===== config.mk =====
export PLATFORM = sky130hd
export DESIGN_NAME = nd_1ton
export DESIGN_NICKNAME = d
export VERILOG_FILES = /design/src/rtl/nd_1ton.sv
export SDC_FILE = /design/constraint.sdc
export NUM_CORES = 1
export LEC_CHECK = 0
export CORE_ASPECT_RATIO = 1.5
export CORE_MARGIN = 2
export CORE_UTILIZATION = 30
export CTS_CLUSTER_DIAMETER = 200
export DETAILED_ROUTE_END_ITERATION = 7
export GPL_TIMING_DRIVEN = 0
export PLACE_DENSITY_LB_ADDON = 0.15
export RECOVER_POWER = 25
export SETUP_SLACK_MARGIN = 0.05
export SLEW_MARGIN = 0
export SYNTH_ARGS = -nofsm -noshare
export SYNTH_HDL_FRONTEND = slang
export SYNTH_SLANG_ARGS = --single-unit

===== constraint.sdc =====
create_clock -name i_clk -period 5.2 [get_ports i_clk]
set_input_delay 1.04 -clock i_clk [delete_from_list [all_inputs] [get_ports i_clk]]
set_output_delay 1.04 -clock i_clk [all_outputs]
set_load 0.02 [all_outputs]

===== src/rtl/nd_1ton.sv =====
// -----------------------------------------------------------------------------
// nd_1ton : one input channel fanned out to NOUT output channels.
//
// Each accepted message is routed by its dst field into one per-output FIFO,
// or copied into all of them when dst matches the broadcast address. Every
// output runs its own four-phase handshake FSM, so a stalled sink only blocks
// the input when its own FIFO is full, or when a broadcast needs it.
//
// Ports:
//   i_clk      clock
//   reset      synchronous, active-low (0 = reset)
//   ready      node initialised and operational
//   snd_req    per-output request
//   snd_ack    per-output acknowledge
//   snd_src    packed source,      slice i = snd_src[i*ASZ +: ASZ]
//   snd_dst    packed destination, slice i = snd_dst[i*ASZ +: ASZ]
//   snd_dat    packed data,        slice i = snd_dat[i*DSZ +: DSZ]
//   snd_red    packed redundancy,  slice i = snd_red[i*RSZ +: RSZ]
//   rcv_req    input request
//   rcv_ack    input acknowledge
//   rcv_src    input source
//   rcv_dst    input destination (routing key)
//   rcv_dat    input data
//   rcv_red    input redundancy
//   bcast_cnt  broadcasts accepted since reset, saturating at 16'hFFFF
// -----------------------------------------------------------------------------
module nd_1ton #(
    parameter int                      NOUT       = 4,
    parameter int                      MODE       = 0,   // 0: range table, 1: bit select
    parameter int                      ASZ        = 8,   // address width
    parameter int                      DSZ        = 32,  // data width
    parameter int                      RSZ        = 4,   // redundancy width
    parameter logic [(NOUT-1)*ASZ-1:0] BOUNDS     = {8'hC0, 8'h80, 8'h40},
    parameter int                      SEL_LSB    = 0,
    parameter bit                      BCAST_EN   = 1'b1,
    parameter logic [ASZ-1:0]          BCAST_ADDR = '1,
    parameter int                      FSZ        = 4    // FIFO depth, power of 2, >= 2
) (
    input  logic                i_clk,
    input  logic                reset,
    output logic                ready,
    output logic [NOUT-1:0]     snd_req,
    input  logic [NOUT-1:0]     snd_ack,
    output logic [NOUT*ASZ-1:0] snd_src,
    output logic [NOUT*ASZ-1:0] snd_dst,
    output logic [NOUT*DSZ-1:0] snd_dat,
    output logic [NOUT*RSZ-1:0] snd_red,
    input  logic                rcv_req,
    output logic                rcv_ack,
    input  logic [ASZ-1:0]      rcv_src,
    input  logic [ASZ-1:0]      rcv_dst,
    input  logic [DSZ-1:0]      rcv_dat,
    input  logic [RSZ-1:0]      rcv_red,
    output logic [15:0]         bcast_cnt
);

    localparam int SW = (NOUT > 1) ? $clog2(NOUT) : 1;  // output index width
    localparam int PW = $clog2(FSZ);                     // FIFO pointer width
    localparam int CW = $clog2(FSZ + 1);                 // FIFO count width (0..FSZ)

    typedef enum logic [1:0] {
        S_IDLE,
        S_REQ,
        S_WAIT_LOW
    } ostate_t;

    typedef struct packed {
        logic [ASZ-1:0] src;
        logic [ASZ-1:0] dst;
        logic [DSZ-1:0] dat;
        logic [RSZ-1:0] red;
    } msg_t;

    msg_t          mem     [NOUT][FSZ];
    logic [PW-1:0] wr_ptr  [NOUT];
    logic [PW-1:0] rd_ptr  [NOUT];
    logic [CW-1:0] count   [NOUT];
    ostate_t       state   [NOUT];
    ostate_t       state_d [NOUT];
    msg_t          out_msg [NOUT];

    msg_t            in_msg;
    logic            is_bcast;
    logic [SW-1:0]   tgt;
    logic [NOUT-1:0] has_space;
    logic            all_space;
    logic            accept;
    logic [NOUT-1:0] push;
    logic [NOUT-1:0] pop;

    assign in_msg = '{src: rcv_src, dst: rcv_dst, dat: rcv_dat, red: rcv_red};

    // Route decode. Broadcast overrides the unicast target.
    // NOTE: every signal written in an always_comb gets a default before any
    // conditional assignment; a path that leaves it unassigned infers a latch.
    always_comb begin
        is_bcast = BCAST_EN && (rcv_dst == BCAST_ADDR);
        tgt      = SW'(NOUT - 1);
        if (MODE == 0) begin
            // Walk from the top down so the lowest matching bound wins.
            for (int i = NOUT - 2; i >= 0; i--) begin
                if (rcv_dst < BOUNDS[i*ASZ +: ASZ]) tgt = SW'(i);
            end
        end else begin
            tgt = rcv_dst[SEL_LSB +: SW];
        end
    end

    // Fullness is judged from registered counts only, so a pop on this edge
    // does not make room for a push on the same edge.
    always_comb begin
        all_space = 1'b1;
        has_space = '0;
        for (int i = 0; i < NOUT; i++) begin
            has_space[i] = (count[i] < CW'(FSZ));
            all_space    = all_space & has_space[i];
        end
        accept = ready && rcv_req && !rcv_ack &&
                 (is_bcast ? all_space : has_space[tgt]);
        push = '0;
        pop  = '0;
        for (int i = 0; i < NOUT; i++) begin
            push[i] = accept && (is_bcast || (tgt == SW'(i)));
            // Pop only once the previous four-phase cycle has fully closed.
            pop[i]  = ready && (state[i] == S_IDLE) && (count[i] != '0) && !snd_ack[i];
        end
    end

    // Output handshake FSMs, next-state logic.
    always_comb begin
        for (int i = 0; i < NOUT; i++) begin
            state_d[i] = state[i];
            unique case (state[i])
                S_IDLE:     if (pop[i])      state_d[i] = S_REQ;
                S_REQ:      if (snd_ack[i])  state_d[i] = S_WAIT_LOW;
                S_WAIT_LOW: if (!snd_ack[i]) state_d[i] = S_IDLE;
                default:                     state_d[i] = S_IDLE;
            endcase
        end
    end

    // Output handshake FSMs, state register.
    // NOTE: sequential state is written with non-blocking assignments so every
    // flop samples the pre-edge values, independent of block evaluation order.
    always_ff @(posedge i_clk) begin
        for (int i = 0; i < NOUT; i++) begin
            if (!reset || !ready) state[i] <= S_IDLE;
            else                  state[i] <= state_d[i];
        end
    end

    // Control path: pointers, counts, handshakes, output registers.
    // The first edge after reset is released runs the same clear as reset and
    // raises ready, so nothing is accepted on that edge.
    always_ff @(posedge i_clk) begin
        if (!reset || !ready) begin
            ready     <= reset;
            rcv_ack   <= 1'b0;
            bcast_cnt <= '0;
            snd_req   <= '0;
            for (int i = 0; i < NOUT; i++) begin
                wr_ptr[i]  <= '0;
                rd_ptr[i]  <= '0;
                count[i]   <= '0;
                out_msg[i] <= '0;
            end
        end else begin
            if (accept) begin
                rcv_ack <= 1'b1;
                if (is_bcast && (bcast_cnt != 16'hFFFF)) bcast_cnt <= bcast_cnt + 16'd1;
            end else if (!rcv_req && rcv_ack) begin
                rcv_ack <= 1'b0;
            end

            for (int i = 0; i < NOUT; i++) begin
                if (push[i]) wr_ptr[i] <= wr_ptr[i] + 1'b1;

                if (pop[i]) begin
                    rd_ptr[i]  <= rd_ptr[i] + 1'b1;
                    out_msg[i] <= mem[i][rd_ptr[i]];
                    snd_req[i] <= 1'b1;
                end else if ((state[i] == S_REQ) && snd_ack[i]) begin
                    snd_req[i] <= 1'b0;
                end

                unique case ({push[i], pop[i]})
                    2'b10:   count[i] <= count[i] + 1'b1;
                    2'b01:   count[i] <= count[i] - 1'b1;
                    default: count[i] <= count[i];
                endcase
            end
        end
    end

    // FIFO storage.
    // NOTE: the message array has no reset; emptiness is tracked by the
    // pointers and counts, so stale entries are never observed.
    always_ff @(posedge i_clk) begin
        for (int i = 0; i < NOUT; i++) begin
            if (push[i]) mem[i][wr_ptr[i]] <= in_msg;
        end
    end

    for (genvar g = 0; g < NOUT; g++) begin : g_pack
        assign snd_src[g*ASZ +: ASZ] = out_msg[g].src;
        assign snd_dst[g*ASZ +: ASZ] = out_msg[g].dst;
        assign snd_dat[g*DSZ +: DSZ] = out_msg[g].dat;
        assign snd_red[g*RSZ +: RSZ] = out_msg[g].red;
    end

endmodule


After elaboration in Yosys (flattened, before gate mapping)
Memory sizes are Yosys's and may differ from the RTL's.
Index checks and enable logic that the tools add are counted.
{ "op_classes": {"n_reduce_logical": 61, "muxes": 147, "eq_ne": 21, "addsub": 17, "order_cmp": 20, "n_bitwise": 39} }
{ "op_table": {"columns": ["op", "count"], "rows": [
  ["208-bit two-way mux", 4],
  ["52-bit two-way mux", 16],
  ["52-bit binary-select mux with 2-bit select", 4],
  ["52-bit demux with 2-bit select", 4],
  ["1-bit two-way mux", 76],
  ["2-bit two-way mux", 26],
  ["3-bit two-way mux", 12],
  ["1-bit logical AND", 29],
  ["1-bit OR", 28],
  ["3-bit greater-or-equal comparator (second input constant)", 8],
  ["2-bit inverter with 3-bit output", 8],
  ["2-bit case mux with 3 select lines", 4],
  ["2-bit == test (second input constant)", 10],
  ["2-bit by 1-bit == test with 1-bit output (second input constant)", 9],
  ["16-bit by 1-bit adder with 16-bit output (second input constant)", 1],
  ["2-bit by 1-bit adder with 2-bit output (second input constant)", 8],
  ["8-bit < comparator (second input constant)", 2],
  ["16-bit != test (second input constant)", 1],
  ["3-bit by 1-bit adder with 3-bit output (second input constant)", 4],
  ["3-bit by 1-bit < comparator with 1-bit output (second input constant)", 4],
  ["3-bit < comparator (second input constant)", 4],
  ["3-bit nonzero test", 4],
  ["3-bit by 1-bit subtractor with 3-bit output (second input constant)", 4],
  ["2-bit zero test", 5],
  ["10 further kinds", 30]
]} }
{ "word_totals": {"in_bits": 59, "ram_bits": 1076, "ff_bits": 22, "memories": 6, "out_inout_bits": 230} }
{ "mem_list": {"columns": ["memory", "depth", "word_bits", "read_ports", "rd_ports_with_merged_regs", "write_ports", "line", "source"], "rows": [
  ["mem", 4, 208, 4, 0, 4, "74", "msg_t mem [NOUT][FSZ];"],
  ["out_msg", 4, 52, 4, 0, 4, "80", "msg_t out_msg [NOUT];"],
  ["count", 4, 3, 4, 0, 4, "77", "logic [CW-1:0] count [NOUT];"],
  ["rd_ptr", 4, 2, 4, 0, 4, "76", "logic [PW-1:0] rd_ptr [NOUT];"],
  ["state", 4, 2, 4, 0, 4, "78", "ostate_t state [NOUT];"],
  ["wr_ptr", 4, 2, 4, 0, 4, "75", "logic [PW-1:0] wr_ptr [NOUT];"]
]} }

Longest topological paths before layout
Gate-level depths: netlist of the first run.
{ "depth": {"ltp_word": 16, "mapped_depth": 11} }

Worst setup path before layout of the first run
No wires, ideal clock.
{ "synth_path": {"path_kind": "input to register", "from": "in rcv_dst[7]", "to": "mem mem[3][0] (netlist bit) (enable)", "t_arrival_ns": 3.245, "stages": 5, "path_slack_ns": 1.539, "path_cell_list": "mux4_2 nor2_1 o2111ai_1 inv_1 and2_1"} }
{ "synth_rtl": {"columns": ["element", "line", "source"], "rows": [
  ["start, declared", "51", "input logic [ASZ-1:0] rcv_dst,"],
  ["end, declared", "74", null]
]} }

==> results of run 1 <==
## per-stage QoR
step	utilization	setup slack [ns]
after floorplan	-	1.54
after global placement	0.340	-1.97
after detailed placement	0.344	0.0285
after CTS	0.369	0.804
after global routing	0.369	0.643
final	0.369	0.803
## final cells by class
class	count	area, um2	share of cell area
Clock inverter	63	626	0.0126
Clock buffer	123	2700	0.0541
Tap cell	1753	2190	0.0440
Timing Repair Buffer	308	3370	0.0677
Buffer	100	402	0.00807
Sequential cell	1098	32700	0.656
Inverter	32	120	0.00241
Multi-Input combinational cell	651	7690	0.154
Antenna cell	7	17.5	0.000352
## worst max-delay path by stage
stage                     slack, ns              to  cells after the start  startpoint
after floorplan                1.54       mem[3][0]                      5  rcv_dst[7]
final                          0.80   out_msg[3][9]                      7       reset
after global routing           0.64   out_msg[3][9]                      7       reset
after CTS                      0.80   out_msg[3][9]                      7       reset
after detailed placement       0.03   out_msg[3][5]                      7       reset
after global placement        -1.97  out_msg[3][21]                      6       reset
## report_power, final
group | switching [W] | internal, W
Clock | 0.00341 | 0.00412
Combinational | 0.000829 | 0.000546
Sequential | 0.000113 | 0.00992
## sequential cells by signal, summed over array words and instances (netlist names)
register / flops
snd_req: 4
ready: 1
state: 8
rd_ptr: 8
wr_ptr: 8
bcast_cnt: 16
mem: 832
out_msg: 208
rcv_ack: 1
count: 12
## cell usage after synthesis (all sizes together), types with 3 or more instances
cell,number
edfxtp,1069
and3,217
mux4,209
clkbuf,79
nor2,37
inv,31
dfxtp,29
ha,25
nand2,25
buf,21
and2,17
xnor2,13
nand3,12
nor3,12
a21oi,11
nand4,9
o21ai,7
xor2,7
o211ai,5
or3,5
o21a,4
o31ai,4
or4,4
a311oi,3
fa,3
nor2b,3
nor4b,3
## logic make-up after synthesis
group                      after synthesis  synth area share
muxes                                  211             0.116
buffers and inverters                  132            0.0128
DFF                                   1098             0.801
and+or+nand+nor                        352            0.0506
AOI/OAI and AO/OA                       40           0.00683
xor gates and xnor gates                20           0.00429
adders and majority gates               28           0.00913
## worst reg2reg max path, delay by kind of cell, from the launching register on
family / cells / cell delay [ns]
buf+inv: 4 / 2.45
simple gates: 2 / 0.77
flops: 1 / 0.54
## layer usage
layer,up-vias,global-route usage,routed length (um)
met5,-,0,35
met4,6,0.0501,2620
met3,139,0.0288,5100
met2,557,0.293,59900
met1,10856,0.199,46300
li1,8550,-,-
==> impl_metrics.ini, run 1 <==
[run_status]
outcome = completed

[grt]
grt_overflow = 0
grt_start_max_net_pins = 38
antenna_found_initial = 10
grt.total_usage = 0.163
grt_pass1_wl_um = 161000
first_global_vias = 21714

[worst_setup_path]
crit_top_cell = clkbuf_1
critPathSlowestCell = clkbuf_1
path_buf_inv = 5
crit_type = primary input to flop
cp_max_fo = 28
path_cells = dlygate4sd3_1 -> and2_1 -> clkbuf_1 -> clkbuf_1 -> clkbuf_1 -> nand2_4 -> buf_16
crit_arrival_ns = 4.84
reg2reg_depth = 6
rr_endpoint = out_msg[3][9]
crit_path_end_kind = flop
cp_top_family = buffers and inverters
slowest_delay_ns = 0.73
critPathLaunchType = primary input
r2r_setup_slack_ns = 1.12
required_ns = 5.65
r2r-start = ready

[detailed_routing]
dr.pass1.iters = 7
postRouteAntennaNets = 0
drt_iter0_markers = 1483
wl_um = 114000
viasPerCell = 4.86
routedWlPerCell_um = 27.6
route.detailed.drc = 0
via_count = 20108

[clocking]
hold_buffers = 0
post_cts_resized = 0
ctsHtreeMaxLevel = 3
cts.sinks = 1098
insertion_delay_ns = 0.74
clk_pin_slew_ns = 0.06
post_cts_buffers = 0
cts_buffers = 104
cts_root_buffer = clkbuf_16
clk_path_buf_depth = 3
cts_tree = yes

[yosys]
ys_async_sr_fraction = 0
synth_nets = 1968
yosysTopAreaCell = edfxtp_1
avgSynthCellArea_um2 = 21.7
yosys.area.top_type_share = 0.786
synth_cell_types = 45
ys.flop_type = edfxtp_1
synth_area_leaders = edfxtp_1 (79%), mux4_2 (12%), and3_1 (3.3%)
ys_warn_count = 0
synth_cells = 1881
syn_area_um2 = 40800
synth-edff-count = 1069
ys_seq_elements = 1098
ys_seq_area_frac = 0.801

[sta]
setup_tns_ns = 0
fin_skew_ns = 0.0417
max_freq_mhz = 227
setup_viol = 0
hold_ws_ns = 0.488
tightest_slew_ns = 1.33
hold_viol = 0
slew_viol_final = 0
rsz0062_at_grt = no
slew_headroom = 0.116
post-route-period-util = 0.846
period_needed_ns = 4.40

[power]
peakVddDrop_mv = 0.289
power_w = 0.0189
p_leak_nw = 16.6
power_density_nw_per_um2 = 380

[layout]
final_cell_mix = edfxtp_1 (1069), clkdlybuf4s50_1 (247), and3_1 (217), mux4_2 (209), clkbuf_16 (105)
syn_to_final_growth_pct = 22.0
final_area_um2 = 49800
final_cells = 4135
layout.nets = 2382
drive_gt1_frac = 0.181
num-fill-cells = 12474
final_common_cell = edfxtp_1

[die]
die_h_um = 456
dieArea_um2 = 139000
fp.coreArea_um2 = 135000
io_pins = 289
fp.dieW_um = 305
rows = 165
initial_core_util = 0.302

[min_path]
hp-start = snd_req[3]
hp-class = flop to flop
hold_end = snd_req[3]
hold_depth = 2

[placement]
place_congestion = 0.750
place_area_um2 = 46500
dp.cells = 3942
io_buffers = 288
hpwl_um = 73500

[flow_run]
drv_cap = 0
Power figures use the tool's default switching activity.
==> run 2, diff against run 1 <==
==> constraint.sdc (replaced) <==
create_clock -name i_clk -period 4.3 [get_ports i_clk]
set_input_delay 0.86 -clock i_clk [delete_from_list [all_inputs] [get_ports i_clk]]
set_output_delay 0.86 -clock i_clk [all_outputs]
set_load 0.02 [all_outputs]
==> impl_metrics.ini, run 2 (synthesized netlist as in run 1, its figures left out) <==
[detailed_routing]
route.detailed.drc = 0
via_count = 20083
wl_um = 114000
drt_iter0_markers = 1525
dr.pass1.iters = 5
postRouteAntennaNets = 0
viasPerCell = 4.86
routedWlPerCell_um = 27.6

[worst_setup_path]
r2r-start = ready
cp_max_fo = 10
reg2reg_depth = 10
required_ns = 4.77
crit_arrival_ns = 4.46
r2r_setup_slack_ns = 0.33
crit_type = primary input to flop
critPathLaunchType = primary input
crit_path_end_kind = flop
rr_endpoint = count[0][2]

[power]
peakVddDrop_mv = 0.349
switchingPower_w = 0.00526
power_density_nw_per_um2 = 460
combPwrFrac = 0.073
switching_share = 0.230
power.share.clock = 0.398
p_leak_nw = 16.6
cell_internal_pwr_w = 0.0176
p_seq_frac = 0.530

[sta]
tightest_slew_ns = 1.34
period_needed_ns = 3.99
post-route-period-util = 0.929
setup_viol = 0
slew_viol_final = 0
max_freq_mhz = 250
hold_viol = 0
slew_headroom = 0.107
fin_skew_ns = 0.0387
rsz0062_at_grt = no

[min_path]
hp-start = snd_req[3]
hp-class = flop to flop
hold_end = snd_req[3]
hold_depth = 2

[run_status]
outcome = completed

[layout]
final_cell_mix = edfxtp_1 (1069), clkdlybuf4s50_1 (247), and3_1 (217), mux4_2 (209), clkbuf_16 (105)
num-fill-cells = 12475
final_cells = 4135
largest_register_ffs = 832
final_area_um2 = 49800
drive_gt1_frac = 0.182
syn_to_final_growth_pct = 22.0
final_common_cell = edfxtp_1
layout.nets = 2382
fin_util = 0.369

[placement]
io_buffers = 288
place_area_um2 = 46500
place_congestion = 0.750
hpwl_um = 73500
dp.cells = 3942

[clocking]
cts_tree = yes
post_cts_buffers = 0
post_cts_resized = 0
clk_pin_slew_ns = 0.07
insertion_delay_ns = 0.74
ctsHtreeMaxLevel = 3
cts.sinks = 1098
clk_path_buf_depth = 3
hold_buffers = 0
cts_root_buffer = clkbuf_16
cts_buffers = 104

[grt]
grt_start_max_net_pins = 38
grt.total_usage = 0.163
first_global_vias = 21714
grt_overflow = 0
grt_pass1_wl_um = 161000
antenna_found_initial = 10

[die]
die_h_um = 456
fp.coreArea_um2 = 135000
fp.dieW_um = 305
io_pins = 289
initial_core_util = 0.302
rows = 165
dieArea_um2 = 139000

[flow_run]
drv_cap = 0
## run 2: worst max-delay path by stage
stage | startpoint | depth (start not counted) | slack, ns | endpoint
after floorplan | rcv_dst[7] | 5 | 0.82 | mem[3][0]
after global placement | reset | 6 | -2.69 | out_msg[3][21]
after detailed placement | reset | 7 | -0.69 | out_msg[3][5]
after CTS | ready | 6 | 0.08 | out_msg[3][9]
after global routing | reset | 7 | 0.24 | out_msg[3][9]
final | snd_ack[0] | 11 | 0.31 | count[0][2]
## run 2: stage by stage
stage	total power (W)	setup WS (ns)	TNS [ns]	hold WS, ns
final	0.0229	0.307	0	0.489
after global routing	0.0236	0.237	0	0.528
after CTS	0.0232	0.0826	0	0.490
after detailed placement	0.0141	-0.691	-194.23	0.482
after global placement	0.0140	-2.69	-2322.03	0.486
after floorplan	0.0131	0.819	0	0.486
## run 2: worst max-delay path, stage by stage
cell and delay, ns:
clkdlybuf4s50_1 0.46, nor4b_1 0.48, o31ai_1 0.30, inv_1 0.65
clkbuf_1 0.56, ha_1 0.29, nand2_1 0.07, fa_1 0.40
xnor2_1 0.19, xnor2_1 0.14, nor2_1 0.05
## run 2: routing by layer
metal / share of wire / track usage / vias to the layer above
met2: 0.53 / 0.293 / 537
met1: 0.41 / 0.199 / 10858
met3: 0.044 / 0.0288 / 137
li1: - / - / 8545
met4: 0.023 / 0.0501 / 6
met5: 0.00031 / 0 / -
## run 2: power groups by stage
stage               logic [W]  registers (W)  clock network [W]
floorplan            0.000638         0.0125                  0
global placement      0.00166         0.0124                  0
detailed placement    0.00172         0.0124                  0
CTS                   0.00172         0.0121            0.00935
global route          0.00178         0.0121            0.00972
finish                0.00166         0.0121            0.00911
## run 2: layout make-up
type                       count  area [um2]  share of cell area
clock inverter                63         626              0.0126
sequential                  1098       32700               0.656
timing repair buffer         308        3370              0.0677
buffer                       100         415             0.00834
inverter                      32         120             0.00241
clock buffer                 123        2700              0.0541
antenna                        7        17.5            0.000352
tap                         1753        2190              0.0440
multi-input combinational    651        7690               0.154
